--- src/rtl/rts_step_scheduler_pkg.sv ---
// Shared types, widths and defaults for the real-time step scheduler.
package rts_step_scheduler_pkg;

  localparam int unsigned PeriodW    = 16;
  localparam int unsigned IterW      = 6;
  localparam int unsigned GapCycDef  = 2;
  localparam int unsigned TimeoutDef = 64;
  localparam int unsigned MinPeriod  = 16;

  typedef enum logic [2:0] {
    StIdle,
    StLaunch,
    StWait,
    StGap,
    StHold
  } state_e;

  // Terminal count of the period counter after clamping short periods.
  function automatic logic [PeriodW-1:0] period_last(input logic [PeriodW-1:0] p);
    logic [PeriodW-1:0] pc;
    pc = (p < PeriodW'(MinPeriod)) ? PeriodW'(MinPeriod) : p;
    return pc - PeriodW'(1);
  endfunction

endpackage

--- src/rtl/rts_step_scheduler_if.sv ---
// Host/pipeline signal bundle of the step scheduler.
interface rts_step_scheduler_if;
  import rts_step_scheduler_pkg::*;

  logic               run_en;
  logic [PeriodW-1:0] period;
  logic [IterW-1:0]   n_iter;
  logic               pipe_done;
  logic               clr_err;
  logic               sta;
  logic [IterW-1:0]   iter_idx;
  logic               step_tick;
  logic               busy;
  logic               overrun;
  logic               timeout_err;
  logic [31:0]        step_cnt;

  modport master (
    input  run_en, period, n_iter, pipe_done, clr_err,
    output sta, iter_idx, step_tick, busy, overrun, timeout_err, step_cnt
  );

  modport slave (
    output run_en, period, n_iter, pipe_done, clr_err,
    input  sta, iter_idx, step_tick, busy, overrun, timeout_err, step_cnt
  );

endinterface

--- src/rtl/rts_period_timer.sv ---
// Free-running step period counter; period is latched (and clamped) on load.
module rts_period_timer
  import rts_step_scheduler_pkg::*;
(
  input  logic               clk_i,
  input  logic               rst_ni,
  input  logic               clear_i,
  input  logic               enable_i,
  input  logic               load_i,
  input  logic [PeriodW-1:0] period_i,
  output logic               tick_o
);

  logic [PeriodW-1:0] cnt_q, cnt_d;
  logic [PeriodW-1:0] last_q, last_d;

  assign tick_o = enable_i && (cnt_q == last_q);

  always_comb begin
    last_d = load_i ? period_last(period_i) : last_q;
    cnt_d  = cnt_q;
    if (clear_i) begin
      cnt_d = '0;
    end else if (enable_i) begin
      cnt_d = tick_o ? '0 : cnt_q + PeriodW'(1);
    end
  end

  always_ff @(posedge clk_i or negedge rst_ni) begin
    if (!rst_ni) begin
      cnt_q  <= '0;
      last_q <= '0;
    end else begin
      cnt_q  <= cnt_d;
      last_q <= last_d;
    end
  end

endmodule

--- src/rtl/rts_step_scheduler.sv ---
// Sequences N solver iterations per fixed-period step and flags overruns and lost completions.
module rts_step_scheduler
  import rts_step_scheduler_pkg::*;
#(
  parameter int unsigned GapCyc  = GapCycDef,
  parameter int unsigned Timeout = TimeoutDef
) (
  input logic                 clk,
  input logic                 rst,
  rts_step_scheduler_if.master bus
);

  localparam int unsigned GapW = (GapCyc > 1) ? $clog2(GapCyc) : 1;
  localparam int unsigned ToW  = $clog2(Timeout);

  state_e            state_q, state_d;
  logic [IterW-1:0]  iter_q, iter_d;
  logic [IterW-1:0]  n_iter_q, n_iter_d;
  logic [GapW-1:0]   gap_q, gap_d;
  logic [ToW-1:0]    to_q, to_d;
  logic [31:0]       step_cnt_q, step_cnt_d;
  logic              sta_q, sta_d;
  logic              busy_q, busy_d;
  logic              overrun_q, overrun_d;
  logic              timeout_q, timeout_d;
  logic              tick, load, ovr_set, to_set;
  logic [IterW:0]    iter_next, last;

  assign last      = (n_iter_q == '0) ? (IterW+1)'(1) : {1'b0, n_iter_q};
  assign iter_next = {1'b0, iter_q} + (IterW+1)'(1);

  rts_period_timer u_timer (
    .clk_i    (clk),
    .rst_ni   (rst),
    .clear_i  (state_q == StIdle),
    .enable_i (state_q != StIdle),
    .load_i   (load),
    .period_i (bus.period),
    .tick_o   (tick)
  );

  always_comb begin
    state_d    = state_q;
    iter_d     = iter_q;
    n_iter_d   = n_iter_q;
    gap_d      = gap_q;
    to_d       = to_q;
    step_cnt_d = step_cnt_q;
    load       = 1'b0;
    to_set     = 1'b0;
    unique case (state_q)
      StIdle: begin
        if (bus.run_en) begin
          load     = 1'b1;
          n_iter_d = bus.n_iter;
          iter_d   = '0;
          state_d  = StLaunch;
        end
      end
      StLaunch: begin
        // Timeout window counts from the launch clock.
        to_d    = ToW'(1);
        state_d = StWait;
      end
      StWait: begin
        if (bus.pipe_done) begin
          if (iter_next == last) begin
            step_cnt_d = step_cnt_q + 32'd1;
            state_d    = StHold;
          end else begin
            iter_d  = iter_next[IterW-1:0];
            gap_d   = '0;
            state_d = (GapCyc == 0) ? StLaunch : StGap;
          end
        end else if (to_q == ToW'(Timeout - 1)) begin
          to_set  = 1'b1;
          state_d = StHold;
        end else begin
          to_d = to_q + ToW'(1);
        end
      end
      StGap: begin
        if (gap_q == GapW'(GapCyc - 1)) begin
          state_d = StLaunch;
        end else begin
          gap_d = gap_q + GapW'(1);
        end
      end
      StHold: begin
        if (tick) begin
          if (bus.run_en) begin
            load     = 1'b1;
            n_iter_d = bus.n_iter;
            iter_d   = '0;
            state_d  = StLaunch;
          end else begin
            state_d = StIdle;
          end
        end
      end
      default: state_d = StIdle;
    endcase

    ovr_set   = tick && (state_q inside {StLaunch, StWait, StGap});
    overrun_d = ovr_set | (overrun_q & ~bus.clr_err);
    timeout_d = to_set | (timeout_q & ~bus.clr_err);
    sta_d     = (state_d == StLaunch);
    busy_d    = (state_d inside {StLaunch, StWait, StGap});
  end

  always_ff @(posedge clk or negedge rst) begin
    if (!rst) begin
      state_q    <= StIdle;
      iter_q     <= '0;
      n_iter_q   <= '0;
      gap_q      <= '0;
      to_q       <= '0;
      step_cnt_q <= '0;
      sta_q      <= 1'b0;
      busy_q     <= 1'b0;
      overrun_q  <= 1'b0;
      timeout_q  <= 1'b0;
    end else begin
      state_q    <= state_d;
      iter_q     <= iter_d;
      n_iter_q   <= n_iter_d;
      gap_q      <= gap_d;
      to_q       <= to_d;
      step_cnt_q <= step_cnt_d;
      sta_q      <= sta_d;
      busy_q     <= busy_d;
      overrun_q  <= overrun_d;
      timeout_q  <= timeout_d;
    end
  end

  assign bus.sta         = sta_q;
  assign bus.iter_idx    = iter_q;
  assign bus.step_tick   = tick;
  assign bus.busy        = busy_q;
  assign bus.overrun     = overrun_q;
  assign bus.timeout_err = timeout_q;
  assign bus.step_cnt    = step_cnt_q;

endmodule
--- src/flat_wrapper.sv ---
// flat-port wrapper written by rule: the top's interface ports become plain ports
module rts_step_scheduler_flat import rts_step_scheduler_pkg::*;
#(
  parameter int unsigned GapCyc  = GapCycDef,
  parameter int unsigned Timeout = TimeoutDef
)
  (clk, rst, bus_run_en, bus_period, bus_n_iter, bus_pipe_done, bus_clr_err, bus_sta, bus_iter_idx, bus_step_tick, bus_busy, bus_overrun, bus_timeout_err, bus_step_cnt);
  rts_step_scheduler_if bus_i ();
  input logic clk;
  input logic rst;
  input wire logic [$bits(bus_i.run_en)-1:0] bus_run_en;
  input wire logic [$bits(bus_i.period)-1:0] bus_period;
  input wire logic [$bits(bus_i.n_iter)-1:0] bus_n_iter;
  input wire logic [$bits(bus_i.pipe_done)-1:0] bus_pipe_done;
  input wire logic [$bits(bus_i.clr_err)-1:0] bus_clr_err;
  output wire logic [$bits(bus_i.sta)-1:0] bus_sta;
  output wire logic [$bits(bus_i.iter_idx)-1:0] bus_iter_idx;
  output wire logic [$bits(bus_i.step_tick)-1:0] bus_step_tick;
  output wire logic [$bits(bus_i.busy)-1:0] bus_busy;
  output wire logic [$bits(bus_i.overrun)-1:0] bus_overrun;
  output wire logic [$bits(bus_i.timeout_err)-1:0] bus_timeout_err;
  output wire logic [$bits(bus_i.step_cnt)-1:0] bus_step_cnt;
  assign bus_i.run_en = bus_run_en;
  assign bus_i.period = bus_period;
  assign bus_i.n_iter = bus_n_iter;
  assign bus_i.pipe_done = bus_pipe_done;
  assign bus_i.clr_err = bus_clr_err;
  assign bus_sta = bus_i.sta;
  assign bus_iter_idx = bus_i.iter_idx;
  assign bus_step_tick = bus_i.step_tick;
  assign bus_busy = bus_i.busy;
  assign bus_overrun = bus_i.overrun;
  assign bus_timeout_err = bus_i.timeout_err;
  assign bus_step_cnt = bus_i.step_cnt;
  rts_step_scheduler #(.GapCyc(GapCyc), .Timeout(Timeout)) u_core (.clk(clk), .rst(rst), .bus(bus_i));
endmodule
--- config.mk ---
export PLATFORM = sky130hd
export DESIGN_NAME = rts_step_scheduler_flat
export DESIGN_NICKNAME = d
export VERILOG_FILES = /design/src/rtl/rts_step_scheduler_pkg.sv /design/src/rtl/rts_step_scheduler_if.sv /design/src/rtl/rts_period_timer.sv /design/src/rtl/rts_step_scheduler.sv /design/src/flat_wrapper.sv
export SDC_FILE = /design/constraint.sdc
export NUM_CORES = 1
export LEC_CHECK = 0
export ABC_AREA = 0
export CAP_MARGIN = 20
export CORE_ASPECT_RATIO = 2
export CORE_UTILIZATION = 45
export DETAILED_ROUTE_END_ITERATION = 7
export PLACE_DENSITY = 0.75
export SLEW_MARGIN = 20
export SYNTH_ARGS = -nofsm -noshare
export SYNTH_HDL_FRONTEND = slang
export SYNTH_SLANG_ARGS = --single-unit
--- constraint.sdc ---
create_clock -name clk -period 2.8 [get_ports clk]
set_clock_uncertainty 0.15 [all_clocks]
set_input_delay 0.28 -clock clk [delete_from_list [all_inputs] [get_ports clk]]
set_output_delay 0.28 -clock clk [all_outputs]
set_load 0.1 [all_outputs]
==> results.tsv <==
metric	value	unit
Multi-input gate area	0.00236	sq mm
Final TNS setup	0	ps
Max stage delay on crit path	440	ps
Slew @ Worst Pin	637	ps
asr flop ratio synth	100	%
Leak	2.76	nW
CTS root buf	clkbuf_16	
setup violators final	0	
Mean Syn Cell Area	10.2	sq um
Max Clk Rate	365	MHz
FF+latch area	0.00228	sq mm
hpwl dp	7.71	mm
GR Overflow Total	0	
CP bufs+invs	1	
max-cap viol count	0	
net switching power	0.00169	W
CP Capture Type	flop	
Crit Path Max Fanout	4	
Crit path max-delay family	simple AND/OR/NAND/NOR gates	
Crit Reg-Reg Startpoint	u_core.bus.iter_idx[0]	
number of H-tree levels	3	
sequential share of power	40.6	%
Nets	588	
Worst Path Required	2880	ps
Die Area	0.0107	sq mm
CTS max path bufs	2	
synth warn	0	
FP Rows	52	
Detailed Route WL	10.3	mm
core area	0.0101	sq mm
height of the die	145	um
Layout area overhead	30.0	%
Starting Density	45.9	%
via count	3707	
initial DRC count	226	
clock-pin slew on the worst setup and hold paths	60	ps
#FFs+latches synth	90	
first-pass GRT wire length	17.6	mm
# IOs	70	
pwr dens	749	mW/mm^2
Synth cell types	54	
Clock power frac	27.0	%
1st-pass router iterations	4	
Clock Sinks	90	
Antenna Cells	0	
Worst Hold End	u_core.u_timer.last_q[14]	
vias in the first global route	3737	
worst-path cell chain	dlygate4sd2_1 -> or4_4 -> or3_4 -> or3_4 -> nand2_4 -> ha_4 -> nor3b_4 -> o21a_1 -> nor3b_4 -> xnor2_1 -> o21ai_1	
Comb pwr share	32.3	%
sw frac	37.4	%
syn_nets	486	
largest net degree at the start of global routing	47	
reg-to-reg endpoint	u_core.bus.step_cnt[24]	
count of buffers from port buffering	69	
Worst path slowest cell	or3_4	
RSZ-0062 raised after global routing	yes	
post-DR wirelength/cell	14.8	um
worst skew pair latency	350	ps
fraction of layout cells with a size suffix above 1	25.7	%
worst setup path class	input pin to flop	
final core utilization	59.7	%
TritonCTS clock tree	built	
clock period minus final worst setup slack	2740	ps
Tot GR Track Use	21.4	%
Max Slew Vio Count	0	
max_slew headroom	57.4	%
synthesized area	0.00463	sq mm
Int Power	0.00282	W
worst r2r path cells	8	
WHS	183	ps
worst setup path startpoint	bus_period[11]	
initial antenna violation count	0	
HP Start	bus_period[14]	
EDFF count, synth	0	
sequential share of the synthesized area	48.6	%
outcome	finished clean	
CTS Buf Count	9	
r2r setup slk	120	ps
DIE WIDTH	73.7	um
Syn Inst Count	454	
Startpoint Class	input pin	
Arr. time, crit path	2820	ps
Fill cells	825	
final hold vios	0	
GPL Wtd Cong	0.850	
post-route ant nets	0	
Worst VDD drop	492	uV
hold path depth	4	
Hold WC Path Type	input pin to flop	
via-per-instance ratio	5.33	
Primary FF master, synth	dfrtp_1	
fin crit share	97.9	%
DRC violations left	0	
==> layer usage <==
| layer | up-vias | routed length [um] | GRT usage [%] |
|---|---|---|---|
| li1 | 1802 | - | - |
| met4 | 0 | 296 | 10.4 |
| met5 | - | 0 | 0 |
| met1 | 1796 | 3900 | 23.8 |
| met2 | 87 | 5750 | 37.3 |
| met3 | 22 | 329 | 4.43 |
==> state kept, by name, summed over array words and instances, names as in the netlist <==
| name | count |
|---|---|
| u_core.bus.busy | 1 |
| u_core.bus.iter_idx | 6 |
| u_core.bus.overrun | 1 |
| u_core.bus.sta | 1 |
| u_core.bus.step_cnt | 32 |
| u_core.bus.timeout_err | 1 |
| u_core.gap_q | 1 |
| u_core.n_iter_q | 6 |
| u_core.state_q | 3 |
| u_core.to_q | 6 |
| u_core.u_timer.cnt_q | 16 |
| u_core.u_timer.last_q | 16 |
==> worst max-delay path by stage <==
stage | to | slack (ps) | cells past startpoint
2_1_floorplan | u_core.u_timer.last_q[12] | -60 | 10
3_3_place_gp | u_core.u_timer.last_q[12] | -530 | 11
3_5_place_dp | u_core.u_timer.last_q[12] | -570 | 11
4_1_cts | u_core.u_timer.last_q[12] | 20 | 11
5_1_grt | u_core.u_timer.last_q[12] | -30 | 11
6_report | u_core.u_timer.last_q[12] | 60 | 11
==> worst min-delay path, stage by stage <==
cell and delay, ps:
clkbuf_2 90, buf_4 100, xor2_1 50, o21ai_1 110
==> cells in the final DEF, fill, tap and decap left out, types with 9 or more instances in the layout <==
| cell type | netlist | final |
|---|---|---|
| nand3_1 | 30 | 30 |
| nor2_1 | 35 | 35 |
| clkdlybuf4s50_1 | 0 | 21 |
| o21ai_0 | 27 | 25 |
| nor4_1 | 13 | 12 |
| clkbuf_16 | 0 | 9 |
| nand4_1 | 13 | 13 |
| buf_4 | 1 | 76 |
| nand2_1 | 46 | 44 |
| xnor2_1 | 28 | 28 |
| xor2_1 | 54 | 54 |
| nor3_1 | 16 | 15 |
| inv_1 | 10 | 10 |
| dfrtp_1 | 90 | 77 |
| dfrtp_2 | 0 | 10 |
==> metrics by stage <==
| step | worst slack, ps | cell area (sq um) | std cells | total power, W |
|---|---|---|---|---|
| after floorplan | -60.2 | 4710 | 454 | 0.00284 |
| after global placement | -528 | 5670 | 676 | 0.00325 |
| after detailed placement | -573 | 5670 | 676 | 0.00330 |
| after CTS | 24.2 | 5990 | 694 | 0.00454 |
| after global routing | -26.1 | 6020 | 696 | 0.00477 |
| final | 58.2 | 6020 | 696 | 0.00451 |
==> kinds of logic after synthesis <==
family | Yosys count | synth area share (%)
compound gates | 53 | 7.78
buf+inv | 24 | 2.27
simple gates | 192 | 22.5
flops | 90 | 48.6
mux | 8 | 1.92
fa+ha+maj | 5 | 1.35
xor+xnor | 82 | 15.5
==> cells in the mapped netlist (all sizes together) (2+ instances only) <==
cell type  number  share of area (%)
or3             6               0.92
nor3b           9                1.5
xnor2          28                5.3
nor4           17                3.2
nand2          46                3.7
mux2            7                1.7
clkbuf          6               0.49
a21bo           2               0.43
or4             2               0.32
a2111oi         2               0.78
a21oi           7               0.76
ha              5                1.4
nor2           35                2.8
and3            6               0.81
nand3          31                3.6
buf             8               0.97
xor2           54                 10
and4            2               0.38
o21ai          27                2.9
a21o            2               0.32
inv            10               0.81
and2            2               0.27
nand4          14                2.2
dfrtp          90                 49
nor3           17                1.9
==> final cells by class <==
| class | count | share of cell area (%) |
|---|---|---|
| clock buffer | 9 | 3.74 |
| clock inverter | 7 | 1.27 |
| inverter | 10 | 0.624 |
| multi-input combinational | 340 | 39.2 |
| sequential | 90 | 37.8 |
| tap | 135 | 2.81 |
| timing repair buffer | 105 | 14.5 |
==> timing repair <==
item	in CTS	in global routing
hold buffers	1	0
hold endpoints to repair	44	0
setup endpoints to repair	6	13
gates resized for setup	5	13
pin swaps	5	7
buffers inserted	1	2
==> power groups by stage <==
stage / logic [W] / clock network [W] / registers, W
2_1_floorplan: 0.000801 / 0 / 0.00204
3_3_place_gp: 0.00141 / 0 / 0.00184
3_5_place_dp: 0.00145 / 0 / 0.00185
4_1_cts: 0.00146 / 0.00126 / 0.00183
5_1_grt: 0.00159 / 0.00131 / 0.00187
6_report: 0.00146 / 0.00122 / 0.00183
Power figures use the tool's default switching activity.
